## config.mk

```make
export PLATFORM = sky130hd
export DESIGN_NAME = tcp_tx_session_sequencer
export DESIGN_NICKNAME = d
export VERILOG_FILES = /design/src/rtl/tcp_tx_session_sequencer.sv
export SDC_FILE = /design/constraint.sdc
export NUM_CORES = 1
export LEC_CHECK = 0
export CORE_AREA = 5 5 510 512
export CTS_BUF_LIST = sky130_fd_sc_hd__clkbuf_8
export CTS_CLUSTER_SIZE = 10
export DETAILED_ROUTE_END_ITERATION = 10
export DIE_AREA = 0 0 515 517
export PLACE_DENSITY = 0.3
export SKIP_LAST_GASP = 1
export SYNTH_ARGS = -nofsm -noshare
export SYNTH_HDL_FRONTEND = slang
export SYNTH_SLANG_ARGS = --single-unit
```

## constraint.sdc

```tcl
create_clock -name clk -period 2.5 [get_ports clk]
set_input_delay 0.25 -clock clk [delete_from_list [all_inputs] [get_ports clk]]
set_output_delay 0.25 -clock clk [all_outputs]
set_load 0.01 [all_outputs]
```

## src/rtl/tcp_tx_session_sequencer.sv

```systemverilog
// TCP TX sequencer: pops a session, requests tx-metadata, then forwards/drops/retries the result packet
// according to the stack's tx-status reply. Define TX_STATS_EN to build the sent/dropped/retried counters.
module tcp_tx_session_sequencer #(
    parameter int PKT_LEN        = 64,
    parameter int BACKOFF_CYCLES = 256,
    parameter int STS_TIMEOUT    = 4096,
    parameter int MAX_RETRY      = 8
) (
    input  logic         clk,
    input  logic         aresetn,
    input  logic         s_meta_valid,
    output logic         s_meta_ready,
    input  logic [15:0]  s_meta_data,
    input  logic         s_data_valid,
    output logic         s_data_ready,
    input  logic [511:0] s_data_data,
    input  logic         s_data_last,
    output logic         m_axis_tx_metadata_TVALID,
    input  logic         m_axis_tx_metadata_TREADY,
    output logic [31:0]  m_axis_tx_metadata_TDATA,
    input  logic         s_axis_tx_status_TVALID,
    output logic         s_axis_tx_status_TREADY,
    input  logic [63:0]  s_axis_tx_status_TDATA,
    output logic         m_axis_tx_data_TVALID,
    input  logic         m_axis_tx_data_TREADY,
    output logic [511:0] m_axis_tx_data_TDATA,
    output logic [63:0]  m_axis_tx_data_TKEEP,
    output logic         m_axis_tx_data_TLAST,
    output logic         busy,
    output logic [31:0]  stat_sent,
    output logic [31:0]  stat_dropped,
    output logic [31:0]  stat_retried
);

    typedef enum logic [2:0] {IDLE, REQ, WAIT, SEND, DROP, BACKOFF} state_t;

    localparam int TO_W = $clog2(STS_TIMEOUT) + 1;
    localparam int BO_W = $clog2(BACKOFF_CYCLES) + 1;
    localparam int RT_W = $clog2(MAX_RETRY) + 1;
    localparam logic [15:0] LEN16 = 16'(PKT_LEN);

    state_t          state_reg, state_next;
    logic [15:0]     session_reg, session_next;
    logic [RT_W-1:0] retry_reg, retry_next;
    logic [TO_W-1:0] timeout_reg, timeout_next;
    logic [BO_W-1:0] backoff_reg, backoff_next;
    logic [1:0]      sts_code;
    logic            unused_sts;

    assign sts_code   = s_axis_tx_status_TDATA[63:62];
    assign unused_sts = ^s_axis_tx_status_TDATA[61:0];
    assign m_axis_tx_data_TKEEP = '1;
    assign busy = (state_reg != IDLE);

    always_ff @(posedge clk) begin
        if (!aresetn) begin
            state_reg   <= IDLE;
            session_reg <= '0;
            retry_reg   <= '0;
            timeout_reg <= '0;
            backoff_reg <= '0;
        end else begin
            state_reg   <= state_next;
            session_reg <= session_next;
            retry_reg   <= retry_next;
            timeout_reg <= timeout_next;
            backoff_reg <= backoff_next;
        end
    end

    always_comb begin
        state_next                = state_reg;
        session_next              = session_reg;
        retry_next                = retry_reg;
        timeout_next              = timeout_reg;
        backoff_next              = backoff_reg;
        s_meta_ready              = 1'b0;
        s_data_ready              = 1'b0;
        m_axis_tx_metadata_TVALID = 1'b0;
        m_axis_tx_metadata_TDATA  = '0;
        s_axis_tx_status_TREADY   = 1'b0;
        m_axis_tx_data_TVALID     = 1'b0;
        m_axis_tx_data_TDATA      = '0;
        m_axis_tx_data_TLAST      = 1'b0;
        case (state_reg)
            IDLE: begin
                // Gate the pop with reset so a queued session is not lost while the FIFO is being cleared.
                if (s_meta_valid && aresetn) begin
                    s_meta_ready = 1'b1;
                    session_next = s_meta_data;
                    retry_next   = '0;
                    state_next   = REQ;
                end
            end
            REQ: begin
                m_axis_tx_metadata_TVALID = 1'b1;
                m_axis_tx_metadata_TDATA  = {LEN16, session_reg};
                if (m_axis_tx_metadata_TREADY) begin
                    timeout_next = '0;
                    state_next   = WAIT;
                end
            end
            WAIT: begin
                s_axis_tx_status_TREADY = 1'b1;
                timeout_next = timeout_reg + 1'b1;
                if (s_axis_tx_status_TVALID) begin
                    case (sts_code)
                        2'd0: state_next = SEND;
                        2'd2: begin
                            if (retry_reg < RT_W'(MAX_RETRY - 1)) begin
                                retry_next   = retry_reg + 1'b1;
                                backoff_next = '0;
                                state_next   = BACKOFF;
                            end else begin
                                state_next = DROP;
                            end
                        end
                        default: state_next = DROP;
                    endcase
                end else if (timeout_reg == TO_W'(STS_TIMEOUT - 1)) begin
                    state_next = DROP;
                end
            end
            SEND: begin
                m_axis_tx_data_TVALID = s_data_valid;
                m_axis_tx_data_TDATA  = s_data_data;
                m_axis_tx_data_TLAST  = s_data_last;
                s_data_ready          = m_axis_tx_data_TREADY;
                if (s_data_valid && m_axis_tx_data_TREADY && s_data_last)
                    state_next = IDLE;
            end
            DROP: begin
                s_data_ready = 1'b1;
                if (s_data_valid && s_data_last)
                    state_next = IDLE;
            end
            BACKOFF: begin
                backoff_next = backoff_reg + 1'b1;
                if (backoff_reg == BO_W'(BACKOFF_CYCLES - 1))
                    state_next = REQ;
            end
            default: state_next = IDLE;
        endcase
    end

`ifdef TX_STATS_EN
    logic [2:0]       stat_evt;
    logic [2:0][31:0] stat_vec;

    assign stat_evt[0] = (state_reg == SEND) && s_data_valid && m_axis_tx_data_TREADY && s_data_last;
    assign stat_evt[1] = (state_reg == DROP) && s_data_valid && s_data_last;
    assign stat_evt[2] = (state_reg == BACKOFF) && (backoff_reg == BO_W'(BACKOFF_CYCLES - 1));

    genvar gi;
    generate
        for (gi = 0; gi < 3; gi++) begin : g_stat
            logic [31:0] cnt_reg;
            always_ff @(posedge clk) begin
                if (!aresetn)
                    cnt_reg <= '0;
                else if (stat_evt[gi] && (cnt_reg != '1))
                    cnt_reg <= cnt_reg + 1'b1;
            end
            assign stat_vec[gi] = cnt_reg;
        end
    endgenerate

    assign stat_sent    = stat_vec[0];
    assign stat_dropped = stat_vec[1];
    assign stat_retried = stat_vec[2];
`else
    assign stat_sent    = '0;
    assign stat_dropped = '0;
    assign stat_retried = '0;
`endif

endmodule

```

# Yosys cells after proc, flatten, opt, wreduce, memory -nomap -nowiden

Cells that the tools add are included.

Add/subtract/negate cells: 3
$lt $le $gt $ge: 1
Equal/unequal tests: 17
Multiplexer cells: 30
Reductions and logical operators: 15

Operators by type and width:

| operator                | count |
|---|---|
| $mux W512               | 1 |
| $mux W9                 | 3 |
| $pmux W13 S2            | 1 |
| $mux W23                | 1 |
| $mux W3                 | 7 |
| $pmux W3 S6             | 1 |
| $pmux W9 S2             | 1 |
| $mux W4                 | 4 |
| $ne A2 B2 Y1 const B    | 7 |
| $add A13 B1 Y13 const B | 1 |
| $eq A13 B12 Y1 const B  | 1 |
| $mux W13                | 1 |
| $add A9 B1 Y9 const B   | 1 |
| $eq A9 B8 Y1 const B    | 1 |
| $pmux W4 S2             | 1 |
| $mux W1                 | 7 |
| $eq A3 B2 Y1 const B    | 2 |
| $eq A3 B3 Y1 const B    | 2 |
| $pmux W3 S2             | 1 |
| $reduce_and A6 Y1       | 1 |
| $reduce_bool A2 Y1      | 3 |
| $reduce_and A5 Y1       | 1 |
| $add A4 B1 Y4 const B   | 1 |
| $logic_and A1 B1 Y1     | 4 |
| other kinds (11)        | 12 |

Register bits after elaboration: 45
Output and inout bits: 711
Word-level logic and storage cells: 71

# Logic depth before layout (Yosys ltp)

Word-level depth: 5
Gate-level depth with buffers: 7
Mapped depth without buffers: 7

# Worst setup path after synthesis

OpenSTA, ideal clock, no wires.

Path type: register to output
Start point: register state_reg[0]
End point: output port m_axis_tx_metadata_TDATA[10]
Data arrival time: 1309 ps
Data required time: 2250 ps
Slack: 941 ps
Cell stages (with the launch flop): 5
Buffers on the path: 2
Cells stage by stage: dfxtp_1 > buf_2 > nor3b_2 > clkbuf_1 > and2_1

Longest elaborated chain between the ends: 2

Ends and longest elaborated chain:

| element                | line | RTL |
|---|---|---|
| from (decl)            | 42   | `state_t state_reg, state_next;` |
| from (signal assigned) | 63   | `state_reg <= state_next;` |
| $eq A3 B1 Y1           | 85   | `case (state_reg)` |
| $mux W23               | 85   |  |
| to (decl)              | 20   | `output logic [31:0] m_axis_tx_metadata_TDATA,` |

No other way between the ends.

# Worst setup path in the final report

Start point: register state_reg[2]
End point: output port m_axis_tx_data_TDATA[399]

Longest elaborated chain between the ends: 2

Ends and longest elaborated chain:

| element      | line | RTL |
|---|---|---|
| $eq A3 B2 Y1 | 85   |  |
| $mux W512    | 85   |  |
| to (decl)    | 26   | `output logic [511:0] m_axis_tx_data_TDATA,` |

No other way between the ends.

==> key figures <==
Worst setup path
  – Worst EP arrival: around 2300 ps
  – WP data required: about 2300 ps
  – Crit. End Element: output port
  – WS Path Type: flip-flop to output port
  – Worst-path fanout max: 7
  – Critical Path Source Type: flip-flop

Die
  – Die Width: 515 um
  – Die Y: between 500 and 600 um
  – Core box area: 255,000 um2
  – Row count: 186
  – Top Ports: approximately 1.3k
  – Die Area: ~270,000 um2
  – Initial Util: 0.0276

Detailed routing
  – Vias per std cell: 2.24
  – Vias post-DR: 12.4k
  – Wirelength per Cell: 34.8 um
  – Routed Antenna Nets: 0
  – Pre-antenna DRT Iters: 5
  – Drt initial violations: 565
  – Total wire length: 193,000 um
  – Remaining DRCs: 0

Cells and area
  – Fin nets: 2,693
  – Core Util, Final: 0.0939
  – Share of cells above drive strength 1: 0.142
  – Area occupied by multi-input gates: between 5000 and 6000 um2
  – Finished Layout Cells: 5,553
  – Filler Cell Count: about 30k
  – Area delta synth->final: 241%
  – Max reg flops: 16
  – Sequential cell area: 901 um2

Power and ir drop
  – Power Total: 4.87 mW
  – Max IR drop VDD: ~290 uV
  – Leak: about 10 nW
  – Pwr Density: roughly 200 nW/um2

STA
  – Post-layout min period: between 2000 and 3000 ps
  – Fmax achieved: a little under 0.4 GHz
  – Final setup margin: -44.9 ps
  – Setup TNS: -192 ps
  – Fin Clk Skew: between 10 and 15 ps
  – Final Hold Viols: 0
  – Final cycle utilization of the critical path: 1.02
  – Final-report setup violation count: 18
  – Max-slew headroom: 0.606
  – RSZ-0062 raised after global routing: true
  – Slew Limit Fails: 0
  – Slew @ Worst Pin: 591 ps

Min path
  – Hold Path Class: flip-flop to flip-flop

Clock network
  – CTS tree: built
  – Clk sinks: 45
  – TritonCTS buffer count: 5
  – Hold Buf Count CTS: 0
  – Deepest clock path buffer count: 2
  – Root buf cell: clkbuf_8
  – Clock Latency Late Sink: roughly 300 ps
  – H-tree levels: 2
  – Clk slew on worst S/H paths: roughly 100 ps

Placement
  – GP Congestion: 0.923
  – Placed cells: 5,445
  – Setup WS pre-CTS: 135 ps
  – Post-DP HPWL: 182,000 um
  – Buffers on Ports: 1,073

Yosys
  – Synth Warn #: 0
  – Synth cell types: 56
  – Fraction of registers with async set/reset: 0
  – Post-synth top area cell: and2_1
  – Synth top area share: 0.472
  – Post-synthesis sequential area ratio: 0.128
  – Cell area after technology mapping: between 7000 and 8000 um2
  – Post-synth EDFFs: 0
  – Syn Area/Cell: 6.80 um2
  – Synthesis-stage register bit count: 45
  – Top post-synthesis cells by area: and2_1, buf_4, dfxtp_1
  – Ys flop type: dfxtp_1
  – Post-Syn Instances: 1,034

GRT
  – First-pass GRT wire length: 214,000 um
  – Initial antenna violation count: about 410
  – Overall routing resource usage: 0.136
  – Grt ovf: 0
  – Largest net degree at the start of global routing: 127
  – Number of global-route vias before repair: around 11k

Status
  – Outcome: finished with violations
  – Violated checks: setup timing

Flow run
  – MaxCap Viol Count: 0
==> synthesized netlist by cell type, drive strengths merged, types with 4 or more instances <==
cell,instances
nand3b,4
nand4,5
a21boi,5
buf,187
o21ai,40
nand2b,6
a21oi,8
nor2,15
clkbuf,63
o211ai,5
and2,531
dfxtp,45
nand3,16
nand2,52
a31oi,6
ha,4
nor2b,4
==> kinds of logic (layout without fill, tap and decap cells) <==
logic type | Yosys count | in the layout | share of synthesized area
other | 2 | 254 | 0.00107
flip-flops | 45 | 45 | 0.128
adder cells (fa/ha/maj) | 4 | 4 | 0.00711
AND/OR/NAND/NOR | 653 | 653 | 0.561
AO/OA/AOI/OAI | 76 | 76 | 0.0678
buffers and inverters | 253 | 1136 | 0.234
XOR/XNOR | 1 | 1 | 0.00125
==> worst max-delay path: stages, from the launching register on <==
cell and delay [ps]:
dfxtp_1 320, and3b_4 290, buf_12 160, buf_16 150, buf_8 160, buf_4 150
buf_4 130, and2_1 120, dlygate4sd2_1 460
==> routing by layer <==
metal	GRT usage	vias up	wire length (um)
met1	0.128	5438	62500
li1	-	5087	-
met4	0.0101	254	2780
met2	0.232	1214	90000
met3	0.120	428	36200
met5	0	-	1660
==> metrics by stage <==
| stage | hold WS, ps | cell area (um2) |
|---|---|---|
| floorplan | 359 | 7680 |
| global placement | 440 | 23100 |
| detailed placement | 440 | 23100 |
| CTS | 454 | 23300 |
| global route | 475 | 23800 |
| finish | 451 | 24000 |
==> power breakdown <==
group	internal (mW)	switching, mW	leakage [nW]
Combinational	1.93	1.65	9.64
Clock	0.194	0.278	0.0421
Sequential	0.789	0.0356	0.366
Total	2.91	1.96	10.0
==> placed cells by master (no fill, tap or decap), types with 3 or more instances in the layout <==
cell type        count
buf_6                3
nand2b_1             6
clkbuf_8             5
nand2_1             51
a21boi_0             4
nor2_1              14
dlygate4sd2_1       56
dfxtp_1             45
a21oi_1              4
nor2b_1              4
o21ai_1              7
a31oi_1              6
o211ai_1             5
and2_2               4
dlymetal6s2s_1      86
clkdlybuf4s50_1    718
nand3_1             16
diode_2             79
ha_1                 4
nand4_1              5
and2_1             521
and2_4               6
buf_12             185
buf_16               8
clkbuf_2             3
clkbuf_16            4
nand3b_1             4
a21oi_2              3
buf_4               58
o21ai_0             33
conb_1             175
==> path summary, 6_finish.rpt <==
check	cells after the start	from	slack (ps)	end
max	8	state_reg[2]	-40	m_axis_tx_data_TDATA[399]
min	2	session_reg[1]	450	session_reg[1]
max reg2reg	8	state_reg[1]	550	backoff_reg[8]
min reg2reg	2	session_reg[1]	450	session_reg[1]
==> timing repair <==
action,4_1_cts,5_1_grt
gates cloned,3,5
gates resized for setup,72,102
endpoints found under the setup margin,286,228
buffers inserted,4,9
pin swaps,0,0
==> final cells by class <==
cell class                      count  area share
Tap cell                         3384       0.177
Timing Repair Buffer             1125       0.557
Inverter                            3    0.000679
Sequential cell                    45      0.0376
Clock buffer                        5     0.00287
Multi-Input combinational cell    909       0.216
Clock inverter                      3    0.000783
Antenna cell                       79     0.00825
Power figures use the tool's default switching activity.
==> patch 1, RTL diff (same flow settings) <==
The parameter `MAX_RETRY` goes from 8 to 32.
--- a/src/rtl/tcp_tx_session_sequencer.sv
+++ b/src/rtl/tcp_tx_session_sequencer.sv
@@ -4,7 +4,7 @@
     parameter int PKT_LEN        = 64,
     parameter int BACKOFF_CYCLES = 256,
     parameter int STS_TIMEOUT    = 4096,
-    parameter int MAX_RETRY      = 8
+    parameter int MAX_RETRY      = 32
 ) (
     input  logic         clk,
     input  logic         aresetn,
Behaviour: no difference found for any inputs over 4 cycles, from zero or initial values and one cycle with aresetn low; that may be too few to reach the edited logic, so the function may still have changed.
==> patch 1 against the original RTL <==
Global-route usage is 0.34 points higher; synthesized cell count rose by 0.87%; wire length grew 2.0%; design area is essentially flat; combinational power increased by 18%; sequential cell count rose by 2; area after synthesis is 0.96% higher; total power rose by 17%; worst setup slack better by 0.048 ns; critical endpoint is now m_axis_tx_data_TDATA[120].
==> patch 1: results (changes against the original RTL) <==
Worst setup path
  – Arr. time, crit path: 2.25 ns (-0.04 ns)
  – Crit Path Max Fanout: 10 (+3)
  – Critical path's slowest cell: clkdlybuf4s50_1

Placement
  – Post-DP HPWL: 182 mm (+0.13%)
  – RD Place Congestion: 0.769 (-17%)
  – Worst Setup Slack post-DPL: 0.110 ns (-0.0252 ns)

STA
  – Final Skew: 0.0212 ns (+0.00914 ns)
  – Slew HR: 0.393 (-0.213)

Clock network
  – Clk_lat worst skew: 0.36 ns (+0.06 ns)
  – Clock transition at path regs: 0.13 ns (+0.03 ns)

Drt
  – Initial DRC count: 617 (+9.2%)
  – Initial DRT Pass Iterations: 4 (-1)
  – WL per Instance: 35.4 um (+1.7%)
  – DR vias: 12700 (+2.1%)

Worst hold path
  – Worst Hold Class: primary input to flop

Synth
  – Area contributors post-synth: and2_1, buf_4, dfxtp_1
  – Synth Flop Type: dfxtp_1
  – Netlist cell types: 52 (-7.1%)
  – Commonest cells in the netlist: and2_1, buf_4, clkbuf_1

Global route
  – Tot GR Track Use: 0.140 (+0.00344)
  – Largest net degree at the start of global routing: 38 (-70%)
  – Global-route wire length before repair: 221 mm (+3.0%)
  – Initial antenna violation count: 391 (-3.9%)
  – Vias in the first global route: 11900 (+5.9%)

Cells and area
  – Layout cells sized above 1: 0.170 (+0.0276)
  – Nets: 2724 (+1.2%)

Pwr
  – Lkg Pwr: 10.1 nW (+0.82%)
  – Max VDD drop: 0.000214 V (-27%)
  – Switching pwr: 2.45 mW (+25%)

Outcome
  – Status: finished, final reports clean
## patch 1: cell count changes in the layout (fill, tap and decap cells not counted), moves of 16 or more
cell             unedited run  this run
dlymetal6s2s_1             86        33
and2_4                      6        22
buf_4                      58        75
clkdlybuf4s50_1           718       587
clkbuf_2                    3        27
clkdlybuf4s15_1             0        16
o21ai_0                    33         8
and2_1                    521       504
dlygate4sd2_1              56       196
## patch 1: per-stage QoR
stage / setup TNS [ns] / instances
after floorplan: 0 / 1216
after global placement: 0 / 5459
after detailed placement: 0 / 5459
after CTS: -8.95 / 5501
after global routing: -0.806 / 5517
final: 0 / 5572
## patch 1: per-layer routing
metal  track usage  share of wire  vias up  wire length (um)
met5             0         0.0093        -              1830
met1         0.129           0.32     5569             62600
met4       0.00960          0.015      274              3050
met3         0.123           0.18      495             36400
met2         0.241           0.47     1224             93200
li1              -              -     5124                 -
## patch 1: critical path: cells and delay by family (launching register included)
kind                   cells  cell delay (ns)
buffers and inverters      4             1.12
AND/OR/NAND/NOR            2             0.43
flip-flops                 1             0.33
## patch 1: layout make-up
type                            instances  area (um2)
Sequential cell                        47         941
Fill cell                           29700      231000
Antenna cell                           67         168
Timing Repair Buffer                 1145       13200
Inverter                               11        46.3
Clock inverter                          3        27.5
Multi-Input combinational cell        910        5240
Clock buffer                            5        68.8
Tap cell                             3384        4230
## patch 1: cell families after synthesis
kind of cell	Yosys count	share of synthesized area
mux	4	0.00564
simple gates	674	0.567
xor+xnor	7	0.00863
buf+inv	259	0.233
compound gates	46	0.0451
other cells	2	0.00106
fa+ha+maj	4	0.00705
flops	47	0.132
## patch 1: worst paths after layout
check / startpoint / endpoint / slack (ns) / cells after the start
min reg2reg: session_reg[0] / session_reg[0] / 0.46 / 2
min: s_meta_data[1] / session_reg[1] / 0.42 / 3
max reg2reg: state_reg[1] / timeout_reg[9] / 0.22 / 7
max: state_reg[2] / m_axis_tx_data_TDATA[120] / 0.003 / 6
## patch 1: power by group through the flow
stage | Sequential, mW | Clock [mW] | Combinational, mW
after floorplan | 0.865 | 0 | 1.31
after global placement | 0.894 | 0 | 4.14
after detailed placement | 0.893 | 0 | 4.12
after CTS | 0.876 | 0.629 | 4.37
after global routing | 0.881 | 0.650 | 4.49
final | 0.873 | 0.593 | 4.22
## patch 1: timing repair
action | in CTS | in global routing
buffers inserted | 20 | 3
hold endpoints to repair | 0 | 0
resized for setup | 291 | 117
gates cloned | 14 | 2
setup endpoints to repair | 313 | 227
==> patch 2, RTL diff (config.mk and constraints unchanged) <==
Without the edit above. Register the output `s_axis_tx_status_TREADY`, without a reset; this adds one clock of latency there. The other outputs are not delayed to match.
--- a/src/rtl/tcp_tx_session_sequencer.sv
+++ b/src/rtl/tcp_tx_session_sequencer.sv
@@ -39,6 +39,8 @@
     localparam int RT_W = $clog2(MAX_RETRY) + 1;
     localparam logic [15:0] LEN16 = 16'(PKT_LEN);
 
+    logic s_axis_tx_status_TREADY_d;
+
     state_t          state_reg, state_next;
     logic [15:0]     session_reg, session_next;
     logic [RT_W-1:0] retry_reg, retry_next;
@@ -78,7 +80,7 @@
         s_data_ready              = 1'b0;
         m_axis_tx_metadata_TVALID = 1'b0;
         m_axis_tx_metadata_TDATA  = '0;
-        s_axis_tx_status_TREADY   = 1'b0;
+        s_axis_tx_status_TREADY_d = 1'b0;
         m_axis_tx_data_TVALID     = 1'b0;
         m_axis_tx_data_TDATA      = '0;
         m_axis_tx_data_TLAST      = 1'b0;
@@ -101,7 +103,7 @@
                 end
             end
             WAIT: begin
-                s_axis_tx_status_TREADY = 1'b1;
+                s_axis_tx_status_TREADY_d = 1'b1;
                 timeout_next = timeout_reg + 1'b1;
                 if (s_axis_tx_status_TVALID) begin
                     case (sts_code)
@@ -174,5 +176,9 @@
     assign stat_retried = '0;
 `endif
 
+    always_ff @(posedge clk) begin
+        s_axis_tx_status_TREADY <= s_axis_tx_status_TREADY_d;
+    end
+
 endmodule
 
Formal check against the unedited RTL: not equivalent (a bounded check fails within 4 cycles, from zero or initial values and one cycle with aresetn low).
==> patch 2 against the original RTL <==
Wire length is 7.4% higher; non-clock buffer count is 7 higher; area after synthesis is 0.41% lower; design area is 1.3% higher; sequential cell count is 1 higher; synthesized cell count is 0.68% lower; first-iteration DRC count is 17% higher; the run still ends with setup timing left; worst setup slack better by 0.028 ns; count of clock-buffer cells in the layout stayed put; hold slack better by 0.0076 ns.
Power is not compared: it rests on default switching activity, and its combinational part moved more than twofold at a synthesized area within 25%.
==> patch 2: results (changes against the original RTL) <==
Global route
  – Initial antenna violation count: 434 (+6.6%)
  – Global-route wire length before repair: 230 mm (+7.5%)
  – Largest net degree at the start of global routing: 48 (-62%)
  – Tot GR Track Use: 0.148 (+0.0117)
  – Vias in the first global route: 11300 (+0.96%)

Drt
  – Initial DRT Pass Iterations: 4 (-1)
  – DR vias: 12700 (+1.9%)
  – Initial DRC count: 659 (+17%)
  – Final WL: 208 mm (+7.4%)

Worst setup path
  – Arr. time, crit path: 2.27 ns (-0.02 ns)
  – CP Capture Point: m_axis_tx_data_TDATA[11]
  – R2r startpoint: state_reg[2]
  – Crit Path Max Fanout: 39 (+32)
  – CP Launch Type: flop
  – R2R depth: 7 (-1)
  – R2R Path End: backoff_reg[6]
  – R2R setup slack: 0.22 ns (-0.33 ns)

Synth
  – Commonest cells in the netlist: and2_1, buf_4, clkbuf_1
  – Netlist cell types: 51 (-8.9%)
  – Yosys warns: 0 (unchanged)
  – Async S/R FF share, synth: 0 (unchanged)
  – Sequential area share after synthesis: 0.131 (+0.00338)
  – Area contributors post-synth: and2_1, buf_4, dfxtp_1

Placement
  – Post-DP HPWL: 197 mm (+8.2%)
  – RD Place Congestion: 0.764 (-17%)
  – Count of input and output buffers: 1073 (unchanged)
  – Dpl cell area: 23300 um2 (+0.73%)

Clock network
  – Clk_lat worst skew: 0.33 ns (+0.03 ns)
  – Clock transition at path regs: 0.11 ns
  – Clk root buf: clkbuf_8
  – CTS buffer count: 5 (unchanged)
  – H-tree depth: 2 (unchanged)

Pwr
  – Lkg Pwr: 10.2 nW
  – Max VDD drop: 0.000410 V

Cells and area
  – Filler cell count: 29700 (+0.11%)
  – Nets: 2695 (+0.074%)
  – Layout cells sized above 1: 0.176 (+0.0338)
  – Design Area, Final: 24300 um2 (+1.3%)

Outcome
  – Failing checks: setup timing
  – Status: finished, violations left

STA
  – Worst Slack Setup Final: -0.0172 ns (+0.0277 ns)
  – Slew @ Worst Pin: 0.630 ns (+0.0383 ns)
  – Final Skew: 0.0215 ns (+0.00944 ns)
  – Final setup viols: 8 (-10)

Worst hold path
  – Worst Hold Class: flop to flop
patch 2: kinds of logic (layout without fill, tap and decap cells):
group,Yosys count,after routing,synth area share
AO/OA/AOI/OAI,48,48,0.0416
XOR/XNOR,9,9,0.0113
adder cells (fa/ha/maj),4,4,0.00714
buffers and inverters,254,1146,0.235
flip-flops,46,46,0.131
multiplexers,4,4,0.00571
other,2,266,0.00107
AND/OR/NAND/NOR,660,660,0.567
patch 2: layer usage:
metal / vias to the layer above / share of wire / global-route usage
met5: - / 0.012 / 0
met4: 354 / 0.023 / 0.0231
met3: 524 / 0.24 / 0.163
met2: 1306 / 0.41 / 0.221
met1: 5418 / 0.32 / 0.139
li1: 5058 / - / -
patch 2: timing repair:
action / in CTS / in global routing
endpoints found under the hold margin: 0 / 0
hold buffers: 0 / 0
resized for setup: 216 / 85
pin swaps: 0 / 1
cloned: 8 / 4
endpoints found under the setup margin: 363 / 152
buffers inserted: 15 / 9
patch 2: where the power goes:
part	internal, mW	leakage, nW	switching [mW]
sequential	0.770	0.375	0.0210
clock	0.194	0.0499	0.291
combinational	1.08	9.81	0.699
total	2.05	10.2	1.01
patch 2: layout make-up:
cell class,instances,area share
multi-input combinational,900,0.214
clock buffer,5,0.00283
sequential,46,0.0381
timing repair buffer,1132,0.559
antenna,91,0.00938
tap,3384,0.174
clock inverter,3,0.000721
inverter,6,0.000979
patch 2: metrics by stage:
| stage | power (mW) | hold slack, ns | TNS (ns) | instances | worst slack [ns] |
|---|---|---|---|---|---|
| after CTS | 3.12 | 0.439 | -5.36 | 5465 | -0.137 |
| after global placement | 2.57 | 0.448 | 0 | 5435 | 0.0768 |
| final | 3.06 | 0.459 | -0.0492 | 5567 | -0.0172 |
| after detailed placement | 2.57 | 0.450 | 0 | 5435 | 0.0574 |
| after global routing | 3.23 | 0.478 | -3.57 | 5496 | -0.118 |
| after floorplan | 1.40 | 0.359 | 0 | 1200 | 0.749 |
patch 2: worst min path at each step:
stage | start | to | slack (ns) | cells past startpoint
3_3_place_gp | session_reg[5] | session_reg[5] | 0.45 | 2
5_1_grt | session_reg[10] | session_reg[10] | 0.48 | 2
4_1_cts | s_meta_data[1] | session_reg[1] | 0.44 | 3
2_1_floorplan | s_meta_data[0] | session_reg[0] | 0.36 | 2
3_5_place_dp | session_reg[14] | session_reg[14] | 0.45 | 2
6_report | session_reg[12] | session_reg[12] | 0.46 | 2
patch 2: critical path: stages (launching register included):
cell and delay (ns):
dfxtp_4 0.36, and3b_4 0.31, buf_12 0.13, buf_16 0.16, buf_12 0.20, and2_1 0.18
clkdlybuf4s50_1 0.55
